**src/rtl/cla_serial_ctrl.sv**
```systemverilog
// cla_serial_ctrl: two-requester serial adder built around one 4-bit CLA.
// Operands are added one nibble per cycle; a round-robin arbiter picks the
// requester, and the result is held on a valid/ready response port.
//
// Ports:
//   clk, rst_n                  clock, async active-low reset
//   req0_valid/ready/a/b/cin    requester 0 handshake and operands
//   req1_valid/ready/a/b/cin    requester 1 handshake and operands
//   rsp_valid/ready             response handshake
//   rsp_sum/cout/id             a+b+cin, carry out, issuing requester
//   busy                        high while adding or holding a result
//
// cla4: 4-bit carry-lookahead adder, the only adder on the sum path.
//   i_a, i_b, i_c -> o_s (sum nibble), o_c (carry out)

module cla4 (
    input  logic [3:0] i_a,
    input  logic [3:0] i_b,
    input  logic       i_c,
    output logic [3:0] o_s,
    output logic       o_c
);
    logic [3:0] w_g;
    logic [3:0] w_p;
    logic [4:0] w_c;

    assign w_g = i_a & i_b;
    assign w_p = i_a ^ i_b;
    assign w_c[0] = i_c;
    assign w_c[1] = w_g[0] | (w_p[0] & i_c);
    assign w_c[2] = w_g[1] | (w_p[1] & w_g[0]) | (w_p[1] & w_p[0] & i_c);
    assign w_c[3] = w_g[2] | (w_p[2] & w_g[1]) | (w_p[2] & w_p[1] & w_g[0])
                  | (w_p[2] & w_p[1] & w_p[0] & i_c);
    assign w_c[4] = w_g[3] | (w_p[3] & w_g[2]) | (w_p[3] & w_p[2] & w_g[1])
                  | (w_p[3] & w_p[2] & w_p[1] & w_g[0])
                  | (w_p[3] & w_p[2] & w_p[1] & w_p[0] & i_c);
    assign o_s = w_p ^ w_c[3:0];
    assign o_c = w_c[4];
endmodule

module cla_serial_ctrl #(
    parameter int WIDTH = 16
) (
    input  logic             clk,
    input  logic             rst_n,
    input  logic             req0_valid,
    output logic             req0_ready,
    input  logic [WIDTH-1:0] req0_a,
    input  logic [WIDTH-1:0] req0_b,
    input  logic             req0_cin,
    input  logic             req1_valid,
    output logic             req1_ready,
    input  logic [WIDTH-1:0] req1_a,
    input  logic [WIDTH-1:0] req1_b,
    input  logic             req1_cin,
    output logic             rsp_valid,
    input  logic             rsp_ready,
    output logic [WIDTH-1:0] rsp_sum,
    output logic             rsp_cout,
    output logic             rsp_id,
    output logic             busy
);
    localparam int N  = WIDTH / 4;
    localparam int CW = (N > 1) ? $clog2(N) : 1;

    typedef enum logic [1:0] {
        S_IDLE,
        S_ADD,
        S_DONE
    } state_t;

    state_t           r_state;
    state_t           w_next;
    logic             r_ptr;
    logic [WIDTH-1:0] r_a;
    logic [WIDTH-1:0] r_b;
    logic [WIDTH-1:0] r_sum;
    logic             r_carry;
    logic             r_id;
    logic [CW-1:0]    r_cnt;

    logic             w_g0;
    logic             w_g1;
    logic             w_acc;
    logic             w_last;
    logic [3:0]       w_na;
    logic [3:0]       w_nb;
    logic [3:0]       w_ns;
    logic             w_nc;

    // r_ptr=0 favours req0; a lone valid wins regardless of the pointer.
    assign w_g0 = req0_valid & (~req1_valid | ~r_ptr);
    assign w_g1 = req1_valid & (~req0_valid | r_ptr);

    assign w_na   = r_a[{r_cnt, 2'b00} +: 4];
    assign w_nb   = r_b[{r_cnt, 2'b00} +: 4];
    assign w_last = (r_cnt == CW'(N - 1));

    cla4 u_cla (
        .i_a (w_na),
        .i_b (w_nb),
        .i_c (r_carry),
        .o_s (w_ns),
        .o_c (w_nc)
    );

    always_ff @(posedge clk or negedge rst_n) begin
        if (!rst_n) begin
            r_state <= S_IDLE;
        end else begin
            r_state <= w_next;
        end
    end

    // Readys are gated by rst_n so they drop the instant reset asserts.
    always_comb begin
        w_next     = r_state;
        req0_ready = 1'b0;
        req1_ready = 1'b0;
        rsp_valid  = 1'b0;
        busy       = 1'b0;
        w_acc      = 1'b0;
        unique case (r_state)
            S_IDLE: begin
                req0_ready = rst_n & w_g0;
                req1_ready = rst_n & w_g1;
                w_acc      = rst_n & (w_g0 | w_g1);
                if (w_acc) begin
                    w_next = S_ADD;
                end
            end
            S_ADD: begin
                busy = 1'b1;
                if (w_last) begin
                    w_next = S_DONE;
                end
            end
            S_DONE: begin
                busy      = 1'b1;
                rsp_valid = 1'b1;
                if (rsp_ready) begin
                    w_next = S_IDLE;
                end
            end
            default: begin
                w_next = S_IDLE;
            end
        endcase
    end

    always_ff @(posedge clk or negedge rst_n) begin
        if (!rst_n) begin
            r_ptr   <= 1'b0;
            r_a     <= '0;
            r_b     <= '0;
            r_sum   <= '0;
            r_carry <= 1'b0;
            r_id    <= 1'b0;
            r_cnt   <= '0;
        end else if (w_acc) begin
            r_a     <= w_g1 ? req1_a : req0_a;
            r_b     <= w_g1 ? req1_b : req0_b;
            r_carry <= w_g1 ? req1_cin : req0_cin;
            r_id    <= w_g1;
            r_cnt   <= '0;
            // Next contention goes to whoever was not just served.
            r_ptr   <= w_g0;
        end else if (r_state == S_ADD) begin
            r_sum[{r_cnt, 2'b00} +: 4] <= w_ns;
            r_carry <= w_nc;
            r_cnt   <= r_cnt + CW'(1);
        end
    end

    // In DONE the carry register holds the carry out of the top nibble.
    assign rsp_sum  = r_sum;
    assign rsp_cout = r_carry;
    assign rsp_id   = r_id;
endmodule

```
**config.mk**
```make
export PLATFORM = sky130hd
export DESIGN_NAME = cla_serial_ctrl
export DESIGN_NICKNAME = d
export VERILOG_FILES = /design/src/rtl/cla_serial_ctrl.sv
export SDC_FILE = /design/constraint.sdc
export NUM_CORES = 1
export LEC_CHECK = 0
export BUFFER_PORTS_ARGS = -buffer_cell sky130_fd_sc_hd__buf_2
export CAP_MARGIN = 20
export CORE_MARGIN = 2
export CORE_UTILIZATION = 32
export DETAILED_ROUTE_END_ITERATION = 7
export PLACE_DENSITY = 0.65
export SETUP_SLACK_MARGIN = 0.3
export SLEW_MARGIN = 20
export SYNTH_ARGS = -nofsm -noshare
export SYNTH_HDL_FRONTEND = slang
export SYNTH_SLANG_ARGS = --single-unit
```
**constraint.sdc**
```tcl
create_clock -name clk -period 3.6 [get_ports clk]
set_clock_uncertainty 0.2 [all_clocks]
set_input_delay 0.36 -clock clk [delete_from_list [all_inputs] [get_ports clk]]
set_output_delay 0.36 -clock clk [all_outputs]
set_load 0.01 [all_outputs]
```
==> reports/qor.txt <==
Worst-path clk slew: 0.09 ns
Critical-path maximum fanout: 8
Fin. Hold Viols: 0
Yosys top cell by area: dfrtp_1
Vias in the first global route: 2,241
Area fraction of the dominant cell type after synthesis: 47.23%
Status: finished, final reports clean
Aggregate routed wire length: 6.357 mm
Count leader, synth: dfrtp_1
Crit Path Category: reg2reg
Primary FF master, synth: dfrtp_1
Max_slew headroom: 35.55%
Clk sinks: 55
RSZ-0062 raised after global routing: no
Initial Utilization: 33.25%
Period utilization: 79.16%
Setup-failing EPs final: 0
CP arrival: 2.85 ns
Top Ports: 93
Root Buffer: clkbuf_8
First-pass DRT Iterations: 4
Tot GR Track Use: 13.61%
Startpoint class of the critical path: flip-flop
Setup TNS: 0 ns
Synth top area cells: dfrtp_1 47%, mux2i_1 12%, mux4_2 6.2%, ha_1 6.0%, nand2_1 4.9%
TritonCTS buffer count: 5
Post-DP HPWL: 4.937 mm
Post-synth EDFFs: 0
Worst-Margin Slew: 0.9668 ns
Share of cells above drive strength 1: 32.46%
Synth warnings: 0
Final min period: 2.850 ns
DR vias: 2,168
Post-CTS setup buffer count: 0
Crit. End Element: flip-flop
Post-Synthesis Cells: 257
Syn Area/Cell: 11.34 µm²
ANT cells: 0
Initial DRC count: 84
Residual DRC: 0
Critical path required time: 3.60 ns
Initial antenna violation count: 0
Port Buffer Count: 92
Leakage: 1.863 nW
Share of flip-flops with an asynchronous set or reset: 100.0%
Drt wl/cell: 14.03 µm
Max cap viols: 0
Antenna Nets Post-Route: 0
Die width: 99.43 µm
Resize count post-CTS: 0
Vias per cell: 4.786
Layout Nets: 431
Register bit total from synthesis: 55
Commonest cells post-synth: 55 x dfrtp_1, 38 x nand2_1, 35 x mux2i_1, 28 x o21ai_0, 16 x a22o_1
Max-slew violations: 0
Syn_nets: 343
Core area: 8763 µm²
Rows: 34
Die Span Y: 99.43 µm
Total gr overflow: 0
First-pass GRT wire length: 10.76 mm
Netlist cell types: 36
Sequential-to-total area share from yosys stat: 47.23%
Area growth syn-to-layout: 21.55%
F_max: 350.9 MHz
Largest net degree at the start of global routing: 66
H-tree depth: 2
Die footprint: 9885 µm²
Total power: 2.886 mW
Power per cell area: 814.8 nW/µm²
Peak VDD IR: 337.6 µV
Final RePlAce weighted congestion: 0.8810
Skew-Pair Late Insertion Delay: 0.30 ns
Max Root-Sink Buffers: 2
Mapped cell area: 2914 µm²
CTS Hold Bufs: 0
CTS tree: built
Hold Path Class: in2async
[path summary, 6_finish.rpt]
path	startpoint	to	slack, ns	cells after the start
min reg2reg	r_b[15]	r_b[15]	0.28	2
max in group asynchronous	rst_n	rsp_sum[7]	2.73	2
max	r_cnt[0]	rsp_sum[11]	0.75	6
min in group clk	req1_a[14]	r_a[14]	0.13	3
min	rst_n	rsp_id	0.005	2
max reg2reg	r_cnt[0]	rsp_sum[11]	0.75	6
[through the flow]
step | hold WS (ns) | util, % | worst slack, ns | cell area (µm²) | cells
floorplan | -0.1356 | - | 0.7158 | 2914 | 257
global placement | 0.2675 | 39.25 | 0.8156 | 3440 | 446
detailed placement | 0.2712 | 39.25 | 0.7471 | 3440 | 446
CTS | 0.03290 | 40.42 | 0.7328 | 3542 | 453
global route | 0.07151 | 40.42 | 0.6041 | 3542 | 453
finish | 0.005421 | 40.42 | 0.7503 | 3542 | 453
[worst max-delay path: stages, from the launching register on]
cell	delay (ns)
dfrtp_1	0.60
mux4_2	0.61
ha_1	0.33
a21o_1	0.20
a211o_1	0.32
o211a_1	0.26
a22o_1	0.23
[power by group]
part           internal [mW]  total [mW]  switching [mW]  leakage, nW
logic                  0.649        1.43           0.784         1.11
clock network          0.204       0.387           0.183       0.0513
registers              0.878        1.07           0.187        0.705
total                   1.73        2.89            1.15         1.86
[final cells by class]
class	count	area [µm²]
Inverter	8	30.03
Clock inverter	1	30.03
Sequential cell	55	1376
Fill cell	889	5221
Timing Repair Buffer	95	483.0
Clock buffer	6	72.57
Multi-Input combinational cell	180	1415
Tap cell	108	135.1
[routing by layer]
| layer | GRT usage [%] | wire length (µm) | vias up | share of wire (%) |
|---|---|---|---|---|
| li1 | - | - | 1103 | - |
| met1 | 18.79 | 3080 | 995 | 48 |
| met2 | 22.19 | 2902 | 63 | 46 |
| met3 | 2.460 | 309 | 7 | 4.9 |
| met4 | 3.583 | 65 | 0 | 1.0 |
| met5 | 0 | 0 | - | 0 |
[cell families (layout without fill, tap and decap cells)]
logic type,count (synthesis),after routing,synth area share (%)
AO/OA/AOI/OAI,67,67,14.86
XOR/XNOR,3,3,0.9018
adder cells (fa/ha/maj),15,15,6.698
buffers and inverters,22,110,4.594
flip-flops,55,55,47.23
multiplexers,43,43,18.21
AND/OR/NAND/NOR,52,52,7.515
[layout by cell type (no fill, tap or decap), types with 2 or more instances in the layout]
master and n:
ha_1 14, a211oi_1 2, mux4_2 8, a21o_1 2, nor2_1 6, mux2i_1 35
a22o_1 16, a21oi_1 3, buf_2 92, nand2_1 38, clkbuf_8 5, buf_4 3
dfrtp_1 55, o21ai_1 5, xnor2_1 2, o21ai_0 28, o22ai_1 3, inv_1 8
[registers in the layout (all words and copies together) (netlist names)]
signal,cells
r_a,16
r_b,16
r_cnt,2
r_ptr,1
r_state,2
rsp_cout,1
rsp_id,1
rsp_sum,16
Power figures use the tool's default switching activity.
